==> src/rtl/cdc_lock_fifo.sv <==
`default_nettype none
// ============================================================================
// Module   : cdc_lock_fifo
// Brief    : Locks onto the 3:2 strobe cadence from the 3g->2g sampler and
//            buffers words that arrive with correct spacing in a small FWFT FIFO.
// Revision : 1.0 - initial release
// ============================================================================
module cdc_lock_fifo #(
    parameter int DW       = 8,
    parameter int DEPTH    = 4,
    parameter int LOCK_CNT = 4
) (
    input  logic                     clk_2g,
    input  logic                     rst_n,
    input  logic                     strobe_in,
    input  logic [DW-1:0]            data_in,
    output logic                     out_valid,
    input  logic                     out_ready,
    output logic [DW-1:0]            out_data,
    output logic                     locked,
    output logic                     lock_err,
    output logic [$clog2(DEPTH):0]   fifo_cnt,
    output logic                     overflow
);

    localparam int c_addr_w = $clog2(DEPTH);
    localparam int c_cnt_w  = $clog2(DEPTH) + 1;
    localparam int c_good_w = $clog2(LOCK_CNT + 1);
    localparam logic [c_good_w-1:0] c_good_last = c_good_w'(LOCK_CNT - 1);
    localparam logic [c_cnt_w-1:0]  c_depth     = c_cnt_w'(DEPTH);

    typedef enum logic [1:0] {
        UNLOCK = 2'd0,
        ACQ    = 2'd1,
        LOCK   = 2'd2
    } state_t;

    state_t                r_state;
    logic [1:0]            r_gap;
    logic [c_good_w-1:0]   r_good;
    logic                  r_locked;
    logic                  r_lock_err;
    logic [c_addr_w-1:0]   r_wr_ptr;
    logic [c_addr_w-1:0]   r_rd_ptr;
    logic [c_cnt_w-1:0]    r_cnt;
    logic                  r_overflow;
    logic [DW-1:0]         r_mem [DEPTH];

    logic w_gap_ok;
    logic w_early;
    logic w_missing;
    logic w_wr_req;
    logic w_pop;
    logic w_full;
    logic w_push;

    // r_gap holds the cycles elapsed since the previous strobe, so a strobe
    // seen with r_gap==2 is exactly one strobe per two clk_2g cycles.
    assign w_gap_ok  = strobe_in  && (r_gap == 2'd2);
    assign w_early   = strobe_in  && (r_gap == 2'd1);
    assign w_missing = !strobe_in && (r_gap == 2'd2);

    always_ff @(posedge clk_2g or negedge rst_n) begin
        if (!rst_n) begin
            r_gap <= 2'd3;
        end else if (strobe_in) begin
            r_gap <= 2'd1;
        end else if (r_gap != 2'd3) begin
            r_gap <= r_gap + 2'd1;
        end
    end

    always_ff @(posedge clk_2g or negedge rst_n) begin
        if (!rst_n) begin
            r_state    <= UNLOCK;
            r_good     <= '0;
            r_locked   <= 1'b0;
            r_lock_err <= 1'b0;
        end else begin
            r_lock_err <= 1'b0;
            case (r_state)
                UNLOCK: begin
                    if (strobe_in) begin
                        r_state <= ACQ;
                        r_good  <= '0;
                    end
                end
                ACQ: begin
                    if (w_early || w_missing) begin
                        r_state <= UNLOCK;
                    end else if (w_gap_ok) begin
                        r_good <= r_good + c_good_w'(1);
                        if (r_good == c_good_last) begin
                            r_state  <= LOCK;
                            r_locked <= 1'b1;
                        end
                    end
                end
                LOCK: begin
                    if (w_early || w_missing) begin
                        r_state    <= UNLOCK;
                        r_locked   <= 1'b0;
                        r_lock_err <= 1'b1;
                    end
                end
                default: begin
                    r_state  <= UNLOCK;
                    r_locked <= 1'b0;
                end
            endcase
        end
    end

    assign w_wr_req = (r_state == LOCK) && w_gap_ok;
    assign w_pop    = out_valid && out_ready;
    assign w_full   = (r_cnt == c_depth);
    // A full FIFO still takes the word when the head leaves in the same cycle.
    assign w_push   = w_wr_req && (!w_full || w_pop);

    always_ff @(posedge clk_2g or negedge rst_n) begin
        if (!rst_n) begin
            r_wr_ptr   <= '0;
            r_rd_ptr   <= '0;
            r_cnt      <= '0;
            r_overflow <= 1'b0;
        end else begin
            if (w_push) begin
                r_wr_ptr <= r_wr_ptr + c_addr_w'(1);
            end
            if (w_pop) begin
                r_rd_ptr <= r_rd_ptr + c_addr_w'(1);
            end
            case ({w_push, w_pop})
                2'b10:   r_cnt <= r_cnt + c_cnt_w'(1);
                2'b01:   r_cnt <= r_cnt - c_cnt_w'(1);
                default: r_cnt <= r_cnt;
            endcase
            if (w_wr_req && w_full && !w_pop) begin
                r_overflow <= 1'b1;
            end
        end
    end

    always_ff @(posedge clk_2g) begin
        if (w_push) begin
            r_mem[r_wr_ptr] <= data_in;
        end
    end

    assign out_valid = (r_cnt != '0);
    assign out_data  = out_valid ? r_mem[r_rd_ptr] : '0;
    assign locked    = r_locked;
    assign lock_err  = r_lock_err;
    assign fifo_cnt  = r_cnt;
    assign overflow  = r_overflow;

endmodule
`default_nettype wire
==> config.mk <==
export PLATFORM = sky130hd
export DESIGN_NAME = cdc_lock_fifo
export DESIGN_NICKNAME = d
export VERILOG_FILES = /design/src/rtl/cdc_lock_fifo.sv
export SDC_FILE = /design/constraint.sdc
export NUM_CORES = 1
export LEC_CHECK = 0
export CORE_ASPECT_RATIO = 0.9
export CORE_MARGIN = 2
export CORE_UTILIZATION = 40
export CTS_BUF_LIST = sky130_fd_sc_hd__clkbuf_4
export DETAILED_ROUTE_END_ITERATION = 10
export SYNTH_ARGS = -nofsm -noshare
export SYNTH_HDL_FRONTEND = slang
export SYNTH_SLANG_ARGS = --single-unit
==> constraint.sdc <==
create_clock -name clk_2g -period 2.4 [get_ports clk_2g]
set_input_delay 0.48 -clock clk_2g [delete_from_list [all_inputs] [get_ports clk_2g]]
set_output_delay 0.48 -clock clk_2g [all_outputs]
set_load 0.005 [all_outputs]
==> impl_metrics.toml, run 1 <==
[yosys]
yosys_warnings = 0
synth_area_per_cell_um2 = 14.54
async_flop_share = 0.3469
seq_area_frac_synth = 0.6086
synth_edf_count = 32
synth-seq-cells = 49
synthTopCellsByArea = "edfxtp_1 42%, dfrtp_1 16%, mux4_2 7.9%"
syn_nets = 179
ys_types = 40
yosys.area.top_type_share = 0.4211
synth_area_um2 = 2282
synthTopCellsByCount = "32 x edfxtp_1, 15 x dfrtp_1, 12 x and2_1, 10 x inv_1, 9 x ha_1"
dominantRegCellSynth = "edfxtp_1"
synthCells = 157
yosysMostFrequentCell = "edfxtp_1"
synth_top_cell_by_area = "edfxtp_1"

[route]
drt-initial-drc-count = 129
vias = 1341
drc = 0
first_pass_iters = 5
wire_per_inst_um = 14.66
drt-vias-per-instance = 5.041
wl_um = 3899
ant_nets = 0

[clock_network]
ctsHoldBuffers = 0
clk_path_buf_depth = 2
numCtsBuffers = 5
root_buffer = "clkbuf_4"
h-tree-depth = 2
clock-sinks = 49
clk_latency_ps = 370
cts_tree = "done"
clkTransAtPathRegs_ps = 150

[setup_path]
cp_num_buf_inv = 3
cpPeakStageDelay_ps = 470
cp_common_cell = "buf_6"
required_ps = 1920
worst_path_max_delay_cell = "mux4_2"
critPathTopFamily = "multiplexers"
critPathArrivalTime_ps = 1820
worstSetupPathType = "flip-flop to output port"
crit_chain = "buf_6, buf_6, mux4_2, and2_1, clkdlybuf4s15_1"
crit_fanout = 5
start_kind = "flip-flop"
end_kind = "output port"

[timing]
hold_viol_final = 0
setup_slack_ps = 97.83
worst_pin_slew_ps = 415.2
finalSetupViolations = 0
setup_tns_ps = 0
final.period_utilization = 0.9592
drv_slew = 0
grt_setup_unrepaired = "yes"
skew_ps = 6.324
min_period_ps = 2302
fmax_ghz = 0.4344
maxSlewHeadroom = 0.7232

[die]
rows = 26
die_w_um = 83.62
initial_core_util = 0.4079
io-pin-count = 27
dieArea_um2 = 6327
dieHeight_um = 75.66
core-area_um2 = 5595

[power_and_ir_drop]
total_power_mw = 2.601
leakage_nw = 1.073
cellPowerDensity_nw_per_um2 = 946.5
peakVddDrop_uv = 465.0

[place]
dpl_worst_slack_ps = 136.5
hpwl_um = 2870
place_congestion = 0.8154
dpl_cell_area_um2 = 2655
portBuffers = 26

[global_route]
grt_first_pass_wirelength_um = 6479
use_met2 = 0.2196
antenna_found_initial = 0
grt_pass1_vias = 1318
grtUsageMet1 = 0.1795
grt.busiest_layer = "met2"
grt.overflow.total = 0
met3_usage = 0.04009
grt_max_degree = 19
grt_use_total = 0.1357

[cells_and_area]
antenna_cells = 0
fin_area_um2 = 2748
fin_nets = 217
syn_to_final_growth_pct = 20.39
drive_gt1_frac = 0.1990

[outcome]
outcome = "completed"

[flow_run]
cap_violations = 0

[hold_path]
hold_path.class = "input pin to async pin"
[per-layer routing]
| layer | vias up | part of all wire |
|---|---|---|
| li1 | 651 | - |
| met4 | 0 | 0.013 |
| met1 | 660 | 0.46 |
| met5 | - | 0 |
| met2 | 25 | 0.49 |
| met3 | 5 | 0.032 |
[worst paths after layout]
check	end	slack (ps)	cells past startpoint	start
max in group asynchronous	r_gap[1]	1750	2	rst_n
hold reg to reg	overflow	490	1	overflow
setup / recovery	out_data[2]	100	5	r_rd_ptr[0]
min in group clk_2g	overflow	490	1	overflow
setup reg to reg	fifo_cnt[2]	150	8	r_gap[0]
hold / removal	locked	400	2	rst_n
[cells by family after synthesis]
kind of cell	synth area share
compound gates	0.06744
xor+xnor	0.02632
fa+ha+maj	0.05812
buf+inv	0.03838
flops	0.6086
mux	0.09265
simple gates	0.1086
[metrics by stage]
step | cells | hold slack, ps | util
global route | 266 | 391.8 | 0.4911
floorplan | 157 | 184.4 | -
CTS | 267 | 399.5 | 0.4904
finish | 266 | 399.9 | 0.4911
global placement | 256 | 450.5 | 0.4745
detailed placement | 256 | 451.2 | 0.4745
[area by class of cell]
class,instances,area (um2)
inverter,10,37.54
clock buffer,5,37.54
clock inverter,3,28.78
tap,70,87.58
sequential,49,1391
fill,493,2848
multi-input combinational,91,810.8
timing repair buffer,38,354.1
[where the power goes]
part | internal, mW | switching (mW)
Sequential | 1.01 | 0.144
Combinational | 0.626 | 0.408
Clock | 0.128 | 0.287
Total | 1.76 | 0.839
[registers in the layout, indices dropped and copies added (netlist names)]
name and count:
fifo_cnt 3, locked 1, r_wr_ptr 2, r_good 3, r_rd_ptr 2, r_mem 32
r_gap 2, overflow 1, r_state 2, lock_err 1
[placed cells by master (no fill, tap or decap), types with 4 or more instances in the layout]
cell type        instances
a21oi_1                  4
a22o_1                   4
and2_1                  10
buf_4                    8
buf_6                    4
clkbuf_4                 5
clkdlybuf4s50_1         18
dfrtp_1                 13
dlygate4sd2_1            5
edfxtp_1                32
ha_1                     9
inv_1                   10
mux4_2                   8
nand2_1                  7
nand2b_1                 5
nand3_1                  4
nor2_1                   7
o21ai_0                  4
xnor2_1                  4
[repair_timing]
action	in CTS	in global routing
resized for setup	11	10
setup endpoints to repair	8	6
setup buffers	3	0
pin swaps	2	1
(Power assumes the default switching activity.)
==> run 2: changes to the inputs <==
--- a/config.mk
+++ b/config.mk
@@ -8,7 +8,7 @@
 export CORE_ASPECT_RATIO = 0.9
 export CORE_MARGIN = 2
 export CORE_UTILIZATION = 40
-export CTS_BUF_LIST = sky130_fd_sc_hd__clkbuf_4
+export CTS_BUF_LIST = sky130_fd_sc_hd__clkbuf_4 sky130_fd_sc_hd__clkbuf_8 sky130_fd_sc_hd__clkbuf_16
 export DETAILED_ROUTE_END_ITERATION = 10
 export SYNTH_ARGS = -nofsm -noshare
 export SYNTH_HDL_FRONTEND = slang
==> run 2 against run 1 <==
Via count shrank 0.37%; register-to-register slack hardly changed; count of clock-buffer cells in the layout is the same; clock skew grew 2.7 ps; fmax is 1.7% lower; power grew 4.3%; critical path depth down 1; cell count is 1.1% higher; global-route usage is 0.17 points lower; sequential power barely moved.
==> impl_metrics.toml, run 2 (same netlist as run 1, synthesis figures left out) <==
[timing]
worst_pin_slew_ps = 394.2
setup_tns_ps = 0
finalSetupViolations = 0
hold_viol_final = 0
final.period_utilization = 0.9757
grt_setup_unrepaired = "no"
drv_slew = 0
min_period_ps = 2342
fmax_ghz = 0.4270
skew_ps = 9.005
maxSlewHeadroom = 0.7372

[cells_and_area]
top_register = "r_mem"
layout_commonest_cell = "edfxtp_1"
antenna_cells = 0
fin_nets = 220
fin_area_um2 = 2793
fillers = 494
multi_input_area_um2 = 805.8
layout_common_cells = "32 x edfxtp_1, 19 x clkdlybuf4s50_1, 13 x buf_4"
drive_gt1_frac = 0.2010
largest_register_ffs = 32
syn_to_final_growth_pct = 22.37
seqCellArea_um2 = 1393

[global_route]
grt_max_degree = 19
grt_use_total = 0.1340
antenna_found_initial = 0
grt.overflow.total = 0
grt_first_pass_wirelength_um = 6444
grt_pass1_vias = 1295

[setup_path]
worstSetupPathType = "flip-flop to output port"
required_ps = 1920
end_kind = "output port"
crit_fanout = 5
r2r_cells = 8
start_kind = "flip-flop"
critPathArrivalTime_ps = 1860

[clock_network]
clk_path_buf_depth = 2
numCtsBuffers = 5
root_buffer = "clkbuf_8"
clock-sinks = 49
h-tree-depth = 2
clkTransAtPathRegs_ps = 100
ctsHoldBuffers = 0
clk_latency_ps = 300
cts_tree = "done"

[route]
wl_um = 3953
drt-vias-per-instance = 4.967
ant_nets = 0
drc = 0
first_pass_iters = 4
drt-initial-drc-count = 120
wire_per_inst_um = 14.70
vias = 1336

[die]
dieHeight_um = 75.66
io-pin-count = 27
dieArea_um2 = 6327
initial_core_util = 0.4079
core-area_um2 = 5595
rows = 26
die_w_um = 83.62

[place]
place_congestion = 0.8154
portBuffers = 26
hpwl_um = 2870
dpl_cell_area_um2 = 2655

[outcome]
outcome = "completed"

[hold_path]
hold_path.class = "flip-flop to flip-flop"
hold_depth = 1

[power_and_ir_drop]
p_comb_frac = 0.386
leakage_nw = 1.096
p_int_mw = 1.864
p_seq_frac = 0.425
switchingPower_mw = 0.8486
power.share.clock = 0.189
peakVddDrop_uv = 426.2
swShare = 0.3128
cellPowerDensity_nw_per_um2 = 971.3

[flow_run]
cap_violations = 0
[run 2: changes by cell type in the layout (fill, tap and decap cells not counted), sizes merged]
cell / before / now
dlygate4sd2: 5 / 7
clkbuf: 6 / 5
clkdlybuf4s50: 18 / 19
clkdlybuf4s15: 2 / 0
buf: 12 / 15
[run 2: path summary, 6_finish.rpt]
kind,slack [ps],from,to
setup / recovery,60,r_rd_ptr[0],out_data[7]
hold / removal,470,overflow,overflow
setup reg to reg,160,r_gap[0],fifo_cnt[2]
hold reg to reg,470,overflow,overflow
max in group asynchronous,1650,rst_n,r_gap[1]
min in group asynchronous,490,rst_n,r_rd_ptr[1]
[run 2: layout make-up]
| cell class | count | area share |
|---|---|---|
| tap | 70 | 0.03136 |
| clock inverter | 3 | 0.01030 |
| timing repair buffer | 41 | 0.1331 |
| sequential | 49 | 0.4987 |
| multi-input combinational | 91 | 0.2885 |
| clock buffer | 5 | 0.02464 |
| inverter | 10 | 0.01344 |
[run 2: critical path, cell delays in order, from the launching register on]
cell	delay, ps
dfrtp_1	370
buf_6	120
mux4_2	470
and2_1	160
clkdlybuf4s50_1	430
[run 2: what timing repair did]
action	in CTS	in global routing
pin swaps	0	0
gates resized for setup	9	3
hold endpoints to repair	0	0
setup endpoints to repair	8	1
setup buffers	2	3
[run 2: per-layer routing]
layer	GRT usage	part of all wire	vias up
met4	0.03763	0.0056	0
met1	0.1802	0.47	658
li1	-	-	659
met3	0.03575	0.018	2
met2	0.2204	0.51	17
met5	0	0	-
[run 2: per-stage QoR]
step	hold slack [ps]	total power, mW	std cells	worst slack (ps)	utilization
after floorplan	184.4	1.764	157	215.9	-
after global placement	450.5	2.158	256	201.0	0.4745
after detailed placement	451.2	2.208	256	136.5	0.4745
after CTS	474.9	2.695	266	1.753	0.4944
after global routing	502.7	2.907	269	6.871	0.4991
final	472.1	2.713	269	58.29	0.4991
[run 2: power groups by stage]
| stage | Combinational (mW) | Clock [mW] | Sequential, mW |
|---|---|---|---|
| 2_1_floorplan | 0.669 | 0 | 1.09 |
| 3_3_place_gp | 1.00 | 0 | 1.16 |
| 3_5_place_dp | 1.04 | 0 | 1.16 |
| 4_1_cts | 1.02 | 0.521 | 1.15 |
| 5_1_grt | 1.17 | 0.564 | 1.17 |
| 6_report | 1.05 | 0.512 | 1.15 |
==> run 3: changes to the inputs <==
--- a/config.mk
+++ b/config.mk
@@ -7,7 +7,7 @@
 export LEC_CHECK = 0
 export CORE_ASPECT_RATIO = 0.9
 export CORE_MARGIN = 2
-export CORE_UTILIZATION = 40
+export CORE_UTILIZATION = 30
 export CTS_BUF_LIST = sky130_fd_sc_hd__clkbuf_4 sky130_fd_sc_hd__clkbuf_8 sky130_fd_sc_hd__clkbuf_16
 export DETAILED_ROUTE_END_ITERATION = 10
 export SYNTH_ARGS = -nofsm -noshare
==> run 3 against run 2 <==
Cell count up 8.9%; first-iteration DRC count decreased by 74%; critical path depth grew 4; count of clock-buffer cells in the layout did not move; clock power increased by 17%; final area up 1.3%; sequential power about the same; worst setup slack better by 92 ps; sequential cell count stayed put; sequential share of layout area shrank 0.79 points; combinational power hardly changed; routed wire length decreased by 3.6%; critical path type is now flip-flop to flip-flop; highest routed layer unchanged.
==> impl_metrics.toml, run 3 (same netlist as run 1, synthesis figures left out) <==
[clock_network]
h-tree-depth = 2
clkTransAtPathRegs_ps = 90
clk_path_buf_depth = 2
cts_tree = "done"
clock-sinks = 49
root_buffer = "clkbuf_8"
ctsHoldBuffers = 0
clk_latency_ps = 300
numCtsBuffers = 5

[timing]
drv_slew = 0
hold_viol_final = 0
min_period_ps = 2250
skew_ps = 3.263
grt_setup_unrepaired = "no"
maxSlewHeadroom = 0.7128
worst_pin_slew_ps = 430.8
fmax_ghz = 0.4445
final.period_utilization = 0.9374
setup_tns_ps = 0
finalSetupViolations = 0

[place]
place_congestion = 0.7676
portBuffers = 26
dpl_cell_area_um2 = 2715
hpwl_um = 2653
placed_cells = 284

[power_and_ir_drop]
leakage_nw = 1.102
swShare = 0.2997
p_int_mw = 1.926
p_seq_frac = 0.410
cellPowerDensity_nw_per_um2 = 972.0
peakVddDrop_uv = 222.5
switchingPower_mw = 0.8246
power.share.clock = 0.218
p_comb_frac = 0.372

[route]
drt-initial-drc-count = 31
first_pass_iters = 4
wl_um = 3812
drt-vias-per-instance = 4.468
ant_nets = 0
drc = 0
vias = 1309
wire_per_inst_um = 13.01

[flow_run]
cap_violations = 0

[cells_and_area]
drive_gt1_frac = 0.1777
layout_common_cells = "32 x edfxtp_1, 18 x clkdlybuf4s50_1, 15 x dfrtp_1"
fin_area_um2 = 2830
largest_register_ffs = 32
layout_commonest_cell = "edfxtp_1"
syn_to_final_growth_pct = 24.01
top_register = "r_mem"
fin_nets = 218
antenna_cells = 0
stdcell_count = 293

[die]
dieHeight_um = 86.75
core-area_um2 = 7470
initial_core_util = 0.3055
die_w_um = 95.94
io-pin-count = 27
rows = 30
dieArea_um2 = 8322

[global_route]
grt_use_total = 0.1032
grt_pass1_vias = 1321
grt_first_pass_wirelength_um = 6437
grt_max_degree = 18
grt.overflow.total = 0
antenna_found_initial = 0

[setup_path]
required_ps = 2590
end_kind = "flip-flop"
worstSetupPathType = "flip-flop to flip-flop"
critPathArrivalTime_ps = 2440
start_kind = "flip-flop"
crit_fanout = 7

[hold_path]
hold_path.class = "flip-flop to flip-flop"

[outcome]
outcome = "completed"
run 3: path summary, 6_finish.rpt:
path	cells past startpoint	end	slack (ps)	from
max	8	fifo_cnt[2]	150	r_gap[0]
min	1	overflow	480	overflow
max reg2reg	8	fifo_cnt[2]	150	r_gap[0]
min reg2reg	1	overflow	480	overflow
max in group asynchronous	2	r_gap[0]	1640	rst_n
min in group asynchronous	2	fifo_cnt[2]	500	rst_n
run 3: worst max-delay path, cell delays in order (launching register included):
cell and delay [ps]:
dfstp_2 570, inv_1 50, ha_1 300, nand4b_4 150, nand3_1 100, fa_1 420
o2111ai_1 130, o21ai_1 120, a221o_1 300
run 3: area by class of cell:
class | instances | area [um2]
Fill cell | 686 | 4639
Sequential cell | 49 | 1389
Multi-Input combinational cell | 91 | 805.8
Timing Repair Buffer | 39 | 360.3
Tap cell | 96 | 120.1
Clock buffer | 5 | 68.82
Clock inverter | 3 | 48.80
Inverter | 10 | 37.54
run 3: repair_timing:
| action | 4_1_cts | 5_1_grt |
|---|---|---|
| setup buffers | 1 | 0 |
| gates resized for setup | 8 | 0 |
| setup endpoints to repair | 8 | 0 |
| endpoints found under the hold margin | 0 | 0 |
run 3: per-layer routing:
| metal | track usage | share of wire | vias to the layer above | routed length (um) |
|---|---|---|---|---|
| li1 | - | - | 649 | - |
| met1 | 0.1277 | 0.44 | 640 | 1689 |
| met2 | 0.1710 | 0.51 | 15 | 1947 |
| met3 | 0.02522 | 0.028 | 5 | 106 |
| met4 | 0.04545 | 0.018 | 0 | 69 |
| met5 | 0 | 0 | - | 0 |
run 3: metrics by stage:
step,setup slack (ps),utilization,power [mW],hold WS [ps]
after detailed placement,131.5,0.3635,2.243,460.5
after global routing,65.91,0.3789,2.940,494.4
after global placement,190.0,0.3635,2.229,456.5
after floorplan,215.9,-,1.764,184.4
after CTS,132.0,0.3789,2.801,486.9
final,150.3,0.3789,2.751,481.0
run 3: power groups by stage:
stage	combinational (mW)	sequential, mW	clock (mW)
floorplan	0.669	1.09	0
global placement	1.08	1.15	0
detailed placement	1.09	1.15	0
CTS	1.05	1.13	0.625
global route	1.14	1.15	0.656
finish	1.02	1.13	0.601
==> RTL edit 1: new RTL, config.mk and constraints of run 2 <==
Encoding of `state_t`: now one-hot (3 bits for 3 states).
--- a/src/rtl/cdc_lock_fifo.sv
+++ b/src/rtl/cdc_lock_fifo.sv
@@ -29,10 +29,10 @@
     localparam logic [c_good_w-1:0] c_good_last = c_good_w'(LOCK_CNT - 1);
     localparam logic [c_cnt_w-1:0]  c_depth     = c_cnt_w'(DEPTH);
 
-    typedef enum logic [1:0] {
-        UNLOCK = 2'd0,
-        ACQ    = 2'd1,
-        LOCK   = 2'd2
+    typedef enum logic [2:0] {
+        UNLOCK = 3'b001,
+        ACQ    = 3'b010,
+        LOCK   = 3'b100
     } state_t;
 
     state_t                r_state;
Behaviour: same outputs for any inputs over 10 cycles, from zero or initial values and one cycle with rst_n low; not proved beyond that.
==> RTL edit 1 against run 2 <==
- worst setup slack better by 0.043 ns
- critical endpoint is now fifo_cnt[2]
- cell count grew 4.1%
- synthesized cell count is 3.8% higher
- wire length up 10%
- area after synthesis up 3.0%
- core utilization grew 1.5 points
- cell area up 4.9%
- maximum frequency grew 1.9%
- die area up 2.9%
- power hardly changed
- via count increased by 8.7%
- sequential cell count increased by 1
==> RTL edit 1: results (changes against run 2) <==
Area of the core - 5690 um2 (was 5600 um2)
Clk_skew - 0.00722 ns (was 0.00901 ns)
Post-DP HPWL - 3010 um (was 2870 um)
Nets - 231 (was 220)
Status - completed (unchanged)
Met3 usage - 3.44% (was 3.58%)
HP Start - overflow (unchanged)
Leakage - 1.15 nW (was 1.10 nW)
Synth area leaders - edfxtp_1 (41%), dfrtp_1 (16%), mux4_2 (7.7%), ha_1 (4.8%), and2_1 (3.5%) (was edfxtp_1 (42%), dfrtp_1 (16%), mux4_2 (7.9%), ha_1 (4.9%), and2_1 (3.3%))
Clock-pin slew on the worst setup and hold paths - 0.10 ns (about the same)
CP Class - reg -> reg (was reg -> out)
Number of global-route vias before repair - 1551 (was 1295)
Ys Warns - 0 (unchanged)
Slowest CP cell - dfstp_2 (was mux4_2)
CP arrival - 2.52 ns (was 1.86 ns)
Crit path largest cell delay - 0.58 ns (was 0.47 ns)
DR iter-0 viols - 48 (was 120)
Post-synth ARST share - 36.0% (was 34.7%)
Peak supply drop - 0.000488 V (was 0.000426 V)
DR vias - 1452 (was 1336)
Top cells by count, synth - edfxtp_1 (32), dfrtp_1 (15), and2_1 (13) (was edfxtp_1 (32), dfrtp_1 (15), and2_1 (12))
Total length of routed met3 wires - 139 um (was 73 um)
Aggregate global-route resource usage - 14.5% (was 13.4%)
Register area share after synthesis - 60.2% (was 60.9%)
CP Max Fanout - 4 (was 5)
GR Layer Usage met2 - 23.9% (was 22.0%)
M1 WL - 2030 um (was 1860 um)
Drt wl/cell - 15.6 um (was 14.7 um)
First-pass GRT wire length - 7400 um (was 6440 um)
Pre-Repair DR Iteration Count - 4 (unchanged)
Max-slew headroom - 69.6% (was 73.7%)
Cell family with most CP delay - simple AND/OR/NAND/NOR gates (was buffers and inverters)
Filler cell count - 502 (was 494)
Net Count, Synth - 185 (was 179)
M1 GR Usage - 19.6% (was 18.0%)
I/O Buffers - 26 (unchanged)
Routability Congestion - 0.830 (was 0.815)
Layout cells sized above 1 - 27.6% (was 20.1%)
Met2 Routed Length - 2160 um (was 2000 um)
Worst-Skew Late Latency - 0.30 ns (about the same)
Unique cell type count in the Yosys netlist - 46 (was 40)
## RTL edit 1: final timing paths
check                               to  slack [ns]  depth (start not counted)
max                        fifo_cnt[2]        0.10                          9
min                           overflow        0.48                          1
max reg2reg                fifo_cnt[2]        0.10                          9
min reg2reg                   overflow        0.48                          1
max in group asynchronous   r_state[0]        1.63                          2
min in group asynchronous    r_good[2]        0.51                          2
## RTL edit 1: cell type report
| type | count | share of cell area, % |
|---|---|---|
| clock buffers | 5 | 2.35 |
| clock inverters | 3 | 0.982 |
| inverters | 9 | 1.15 |
| multi-input cells | 99 | 30.8 |
| flip-flops and latches | 50 | 48.4 |
| well taps | 70 | 2.99 |
| repair buffers | 44 | 13.4 |
## RTL edit 1: timing repair
item                                    in CTS  in global routing
gates resized for setup                     11                  6
pin swaps                                    0                  2
endpoints found under the setup margin       8                  1
buffers inserted                             2                  1
hold endpoints to repair                     0                  0
## RTL edit 1: through the flow
step | cell area [um2] | instances | hold WS [ns] | worst slack [ns]
2_1_floorplan | 2350 | 163 | 0.184 | 0.0329
3_3_place_gp | 2790 | 269 | 0.445 | -0.0130
3_5_place_dp | 2790 | 269 | 0.454 | -0.0551
4_1_cts | 2900 | 279 | 0.486 | 0.0362
5_1_grt | 2930 | 280 | 0.513 | -0.00920
6_report | 2930 | 280 | 0.477 | 0.101
## RTL edit 1: where the power goes
group	switching, mW	internal (mW)	total [mW]
logic	0.474	0.604	1.08
registers	0.106	1.01	1.12
clock network	0.299	0.216	0.515
## RTL edit 1: cells by family after synthesis
family,share of synthesized area (%)
flip-flops,60.2
buffers and inverters,2.34
AND/OR/NAND/NOR,12.6
multiplexers,10.9
XOR/XNOR,1.86
adder cells (fa/ha/maj),5.64
AO/OA/AOI/OAI,6.44
==> RTL edit 2: new RTL, flow settings as in run 2 <==
Without the edit above. The parameter `LOCK_CNT` goes from 4 to 2.
--- a/src/rtl/cdc_lock_fifo.sv
+++ b/src/rtl/cdc_lock_fifo.sv
@@ -8,7 +8,7 @@
 module cdc_lock_fifo #(
     parameter int DW       = 8,
     parameter int DEPTH    = 4,
-    parameter int LOCK_CNT = 4
+    parameter int LOCK_CNT = 2
 ) (
     input  logic                     clk_2g,
     input  logic                     rst_n,
Behaviour: not the same (a bounded check fails within 10 cycles, from zero or initial values and one cycle with rst_n low).
==> RTL edit 2 against run 2 <==
- wire length rose by 3.5%
- count of clock-buffer cells in the layout unchanged
- clock skew fell by 0.0035 ns
- sequential cell count is 1 lower
- register-to-register slack worse by 0.02 ns
- synthesized cell count is 5.1% lower
- area after synthesis decreased by 3.2%
- power down 0.72%
- worst setup slack gained 0.033 ns
- cell area decreased by 1.4%
- global-route usage rose by 1.9 points
- highest routed layer unchanged
- non-clock buffer count fell by 1
==> RTL edit 2: results (changes against run 2) <==
Status - completed (unchanged)
Clock network area share - 4.04% (was 3.49%)
Number of global-route vias before repair - 1382 (was 1295)
Multi-input gates - 85 (was 91)
Nets - 210 (was 220)
Post-synth ARST share - 33.3% (was 34.7%)
Aggregate global-route resource usage - 15.3% (was 13.4%)
Register area share after synthesis - 61.8% (was 60.9%)
Tmin final - 2.31 ns (was 2.34 ns)
Drt wl/cell - 15.9 um (was 14.7 um)
Clk_skew - 0.00552 ns (was 0.00901 ns)
Combinational share of power - 38.0% (was 38.6%)
Logic inverters - 9 (was 10)
Pre-CTS setup slack - 0.0235 ns (was 0.137 ns)
Non-Clock Buffer Count - 40 (was 41)
Hold Path Class - reg -> reg (unchanged)
Crit path largest cell delay - 0.49 ns (was 0.47 ns)
Sequential share of cell area - 49.6% (was 49.9%)
Met2 Routed Length - 2130 um (was 2000 um)
Layout cells sized above 1 - 21.6% (was 20.1%)
Unique cell type count in the Yosys netlist - 41 (was 40)
Clk network pwr share - 21.3% (was 18.9%)
Net Count, Synth - 170 (was 179)
CP Max Fanout - 9 (was 5)
DR iter-0 viols - 47 (was 120)
Adder-cell share of the synthesized area - 5.44% (was 5.81%)
Total length of routed met3 wires - 147 um (was 73 um)
Top cells by count, synth - edfxtp_1 (32), dfrtp_1 (14), and2_1 (12) (was edfxtp_1 (32), dfrtp_1 (15), and2_1 (12))
Num sequential - 48 (was 49)
Buffering overhead - 13.9% (was 13.3%)
Routability Congestion - 0.816 (was 0.815)
Largest net degree at the start of global routing - 17 (was 19)
First-pass GRT wire length - 6800 um (was 6440 um)
DR vias - 1306 (was 1336)
Post-synth EDFFs - 32 (unchanged)
Complex-gate fraction of the synthesized area - 6.46% (was 6.74%)
Max-slew headroom - 48.6% (was 73.7%)
Switch Pwr - 0.773 mW (was 0.849 mW)
Xor/xnor cell area share of the yosys netlist - 2.38% (was 2.63%)
M1 WL - 1750 um (was 1860 um)
R2r setup slk - 0.14 ns (was 0.16 ns)
Leakage - 1.13 nW (was 1.10 nW)
## RTL edit 2: cell count changes after synthesis, sizes merged, moves of 2 or more
| cell | run 2 | this run |
|---|---|---|
| or3 | 0 | 2 |
| o221ai | 2 | 0 |
| o21ai | 5 | 2 |
| o21bai | 0 | 2 |
| nor2 | 7 | 4 |
| a21oi | 4 | 2 |
| or2b | 2 | 0 |
| nand2b | 5 | 1 |
| o211ai | 0 | 2 |
| a21o | 0 | 3 |
## RTL edit 2: through the flow
step	util [%]	instance area, um2	cells	power (mW)	hold WS, ns
floorplan	-	2210	149	1.66	0.184
global placement	48.7	2580	242	2.06	0.447
detailed placement	48.7	2580	242	2.10	0.447
CTS	51.1	2700	252	2.67	0.468
global route	52.1	2750	257	2.87	0.490
finish	52.1	2750	257	2.69	0.463
## RTL edit 2: per-layer routing
metal,vias up,global-route usage [%]
met5,-,0
met4,0,5.93
met3,6,3.76
met2,21,26.6
met1,650,18.2
li1,629,-
